$ cat src/rtl/regwrite_arbiter.sv
// Arbitrates the register-file write port between main-control writeback (req0) and a long-latency unit (req1).
// Latency: req0 writes 1 cycle after its pulse; req1 writes 2 cycles after transfer; a displaced req0 writes 1 cycle late.
// Backpressure: req0 has none (one-entry hold0 absorbs a displaced pulse); req1 uses valid/ready, with ready low while pend1 is full.
module regwrite_arbiter #(
    parameter int STARVE_MAX = 3
) (
    input  logic       clk,
    input  logic       reset,
    input  logic       req0_valid,
    input  logic [1:0] req0_dst,
    input  logic [2:0] req0_src,
    input  logic       req1_valid,
    output logic       req1_ready,
    input  logic [1:0] req1_dst,
    input  logic [2:0] req1_src,
    input  logic [4:0] wr_reg,
    output logic [1:0] wr_sel,
    output logic [2:0] wr_src,
    output logic       wr_from,
    output logic       wr_en,
    output logic       err
);

    typedef struct packed {
        logic [1:0] dst;
        logic [2:0] src;
    } wreq_t;

    localparam logic [3:0] STARVE_LIM = 4'(STARVE_MAX);

    logic       hold0_v;
    wreq_t      hold0_q;
    logic       pend1_v;
    wreq_t      pend1_q;
    logic [3:0] starve_cnt;
    logic       commit_v;

    wreq_t      live0;
    wreq_t      a_req;
    logic       a_v;
    logic       xfer1;
    logic       drop0;

    logic       nxt_commit_v;
    wreq_t      win_req;
    logic       win_from;
    logic       clr_hold;
    logic       ld_hold;
    logic       clr_pend;
    logic [3:0] nxt_cnt;

    assign live0      = '{dst: req0_dst, src: req0_src};
    assign a_v        = hold0_v | req0_valid;
    assign a_req      = hold0_v ? hold0_q : live0;
    // A live pulse that meets an occupied hold0 has nowhere to go.
    assign drop0      = req0_valid & hold0_v;
    assign req1_ready = reset & ~pend1_v;
    assign xfer1      = req1_valid & req1_ready;
    assign wr_en      = commit_v & (wr_reg != 5'd0);

    always_comb begin
        nxt_commit_v = 1'b0;
        win_req      = a_req;
        win_from     = 1'b0;
        clr_hold     = 1'b0;
        ld_hold      = 1'b0;
        clr_pend     = 1'b0;
        nxt_cnt      = starve_cnt;
        if (a_v && pend1_v) begin
            nxt_commit_v = 1'b1;
            if (starve_cnt == STARVE_LIM) begin
                win_req  = pend1_q;
                win_from = 1'b1;
                clr_pend = 1'b1;
                ld_hold  = req0_valid & ~hold0_v;
                nxt_cnt  = 4'd0;
            end else begin
                clr_hold = hold0_v;
                nxt_cnt  = starve_cnt + 4'd1;
            end
        end else if (a_v) begin
            nxt_commit_v = 1'b1;
            clr_hold     = hold0_v;
        end else if (pend1_v) begin
            nxt_commit_v = 1'b1;
            win_req      = pend1_q;
            win_from     = 1'b1;
            clr_pend     = 1'b1;
            nxt_cnt      = 4'd0;
        end
    end

    always_ff @(posedge clk or negedge reset) begin
        if (!reset) begin
            hold0_v    <= 1'b0;
            hold0_q    <= '0;
            pend1_v    <= 1'b0;
            pend1_q    <= '0;
            starve_cnt <= 4'd0;
            commit_v   <= 1'b0;
            wr_sel     <= 2'b00;
            wr_src     <= 3'b000;
            wr_from    <= 1'b0;
            err        <= 1'b0;
        end else begin
            commit_v   <= nxt_commit_v;
            starve_cnt <= nxt_cnt;
            if (nxt_commit_v) begin
                wr_sel  <= win_req.dst;
                wr_src  <= win_req.src;
                wr_from <= win_from;
            end
            if (ld_hold) begin
                hold0_v <= 1'b1;
                hold0_q <= live0;
            end else if (clr_hold) begin
                hold0_v <= 1'b0;
            end
            // Transfer only happens with pend1 empty, so it never collides with clr_pend.
            if (xfer1) begin
                pend1_v <= 1'b1;
                pend1_q <= '{dst: req1_dst, src: req1_src};
            end else if (clr_pend) begin
                pend1_v <= 1'b0;
            end
            if (drop0) begin
                err <= 1'b1;
            end
        end
    end

endmodule

$ cat config.mk
export PLATFORM = sky130hd
export DESIGN_NAME = regwrite_arbiter
export DESIGN_NICKNAME = d
export VERILOG_FILES = /design/src/rtl/regwrite_arbiter.sv
export SDC_FILE = /design/constraint.sdc
export NUM_CORES = 1
export LEC_CHECK = 0
export CAP_MARGIN = 20
export CORE_MARGIN = 3
export CORE_UTILIZATION = 50
export CTS_BUF_LIST = sky130_fd_sc_hd__clkbuf_4 sky130_fd_sc_hd__clkbuf_8
export DETAILED_ROUTE_END_ITERATION = 12
export PLACE_DENSITY = 0.77
export SETUP_SLACK_MARGIN = 0.02
export SLEW_MARGIN = 20
export SYNTH_ARGS = -nofsm -noshare
export SYNTH_HDL_FRONTEND = slang
export SYNTH_SLANG_ARGS = --single-unit
$ cat constraint.sdc
create_clock -name clk -period 1.95 [get_ports clk]
set_input_delay 0.2925 -clock clk [delete_from_list [all_inputs] [get_ports clk]]
set_output_delay 0.2925 -clock clk [all_outputs]
set_load 0.05 [all_outputs]
==> impl_results.md <==
* Outcome: complete, no violations
* CTS H-tree depth at 1
* DRT iter0 DRCs at 17
* Cells after synthesis at 96
* IO Pins at 28
* Routed len/inst at 16.3 um
* Critical setup path kind: input port to primary output
* Cell Area, Synth at 1170 um2
* CTS buffer count at 3
* Final setup TNS at 0 ps
* CP startpoint kind: input port
* Core area at 2080 um2
* Final Max Tran Viols at 0
* Diodes inserted at 0
* Flops & latches, synth at 24
* Setup Fix Bufs, Post-CTS at 0
* Dominant synthesized flop cell: dfrtp_1
* Max Fclk at 0.538 GHz
* GRT Resource Usage Total at 18.9%
* Clock skew at 13.5 ps
* Initial antenna violation count at 0
* Clk_lat worst skew at 320 ps
* # nets final at 146
* Unique masters post-synth at 30
* Vias in the first global route at 903
* CP Max Fanout at 1
* Setup-failing EPs final at 0
* Unrepaired setup endpoints after global routing: no
* CTS clk-pin slew, worst paths at 140 ps
* Synthesized Nets at 116
* Reg2reg path depth at 3
* Syn Area/Cell at 12.2 um2
* Lkg Pwr at 0.678 nW
* Final Non-Filler Cells at 152
* Hold Path Class: input port to asynchronous set/reset pin
* First-pass GRT wire length at 3930 um
* EDFF count, synth at 0
* Post-synthesis sequential area ratio at 51.2%
* TritonRoute pass-1 iters at 4
* Fin. Hold Viols at 0
* Clk root buf: clkbuf_4
* Worst setup EP type: primary output
* Port Buf Inserts at 27
* Actual slew at the worst max-slew pin at 598 ps
* Period utilisation layout at 95.4%
* PwrDens at 1140 nW/um2
* Residual DRC count at 0
* WP data required at 1660 ps
* Post-synth top area share at 51.2%
* Largest net degree at the start of global routing at 25
* Placed Cells at 148
* Synth async-reset ratio at 100%
* Synth cell count leaders: dfrtp_1, a21oi_1, nand3_1
* Die height at 54.4 um
* CTS tree: done
* Worst vdd ir at 748 uV
* Post-route ant nets at 0
* Layout cells sized above 1 at 24.0%
* Post-CTS sizing at 0
* Worst slew margin at 60.1%
* # Max-Cap Violations at 0
* Synth-to-layout area growth at 30.7%
* Clock Sink Count at 24
* Die W at 54.4 um
* Top post-synthesis cells by area: dfrtp_1, mux2_4, mux2_2
* Detailed Place HPWL at 1860 um
* Critical path data arrival time at 1570 ps
* Final min period at 1860 ps
* Synth warnings at 0
* Most frequent cell after synthesis: dfrtp_1
* Cts hold-fix bufs at 0
* Row cnt at 16
* Die area at 2960 um2
* Drt total wl at 2480 um
* GPL Wtd Cong at 0.759
* Via Count at 905
* CTS max path bufs at 2
* Initial Utilization at 56.3%
* Congestion Overflow GR at 0
* Yosys top cell by area: dfrtp_1
* Vias per inst at 5.95
==> final timing paths <==
kind	startpoint	to	slack [ps]
max in group asynchronous	reset	starve_cnt[1]	1380
hold / removal	reset	pend1_q[3]	330
hold reg to reg	err	err	470
min in group clk	err	err	470
setup / recovery	wr_reg[0]	wr_en	90
setup reg to reg	hold0_v	wr_sel[0]	360
==> per-stage QoR <==
step | total power (W) | instance area [um2] | hold WS [ps] | worst slack, ps | utilization [%]
floorplan | 0.00117 | 1170 | -3.09 | 331 | -
global placement | 0.00137 | 1480 | 439 | 117 | 71.1
detailed placement | 0.00140 | 1480 | 444 | 88.2 | 71.1
CTS | 0.00175 | 1530 | 331 | 82.6 | 73.6
global route | 0.00182 | 1530 | 359 | 60.6 | 73.6
finish | 0.00174 | 1530 | 328 | 90.6 | 73.6
==> layout by cell type (no fill, tap or decap), types with 2 or more instances in the layout <==
master	instances
nand3_1	7
mux2i_1	5
mux2_2	6
clkbuf_4	3
nor3_1	6
mux2_4	5
clkdlybuf4s50_1	25
a21oi_1	7
o21ai_0	4
dfrtp_1	24
o221a_2	5
buf_4	5
nand2_1	2
nor2_1	3
==> logic make-up (layout without fill, tap and decap cells) <==
kind of cell,Yosys count,after routing,share of synthesized area (%)
compound gates,21,21,12.7
flops,24,24,51.2
mux,16,16,16.4
simple gates,27,27,15.2
buf+inv,7,36,3.41
fa+ha+maj,1,1,1.07
==> sequential cells by signal (all words and copies together) (netlist names) <==
register    flops
commit_v        1
err             1
hold0_q         5
hold0_v         1
pend1_q         5
pend1_v         1
starve_cnt      4
wr_from         1
wr_sel          2
wr_src          3
==> worst max-delay path, cell delays in order <==
cell and delay, ps:
clkdlybuf4s50_1 390, or4_1 520, o21a_1 180, buf_4 180
==> metal layers <==
layer	routed length, um	track usage [%]
met1	1060	23.2
met2	1230	30.9
met3	135	2.72
met4	44	12.0
met5	0	0
==> cell type report <==
| class | instances | area, um2 |
|---|---|---|
| Sequential cell | 24 | 601 |
| Fill cell | 168 | 549 |
| Multi-Input combinational cell | 65 | 534 |
| Timing Repair Buffer | 31 | 308 |
| Tap cell | 27 | 33.8 |
| Clock inverter | 1 | 30.0 |
| Clock buffer | 3 | 22.5 |
| Inverter | 1 | 3.75 |
==> where the power goes <==
group          switching (W)  internal, W
sequential          0.000104     0.000640
combinational       0.000332     0.000309
clock               0.000151     0.000208
Note: power is estimated with default switching activity, not from simulation.
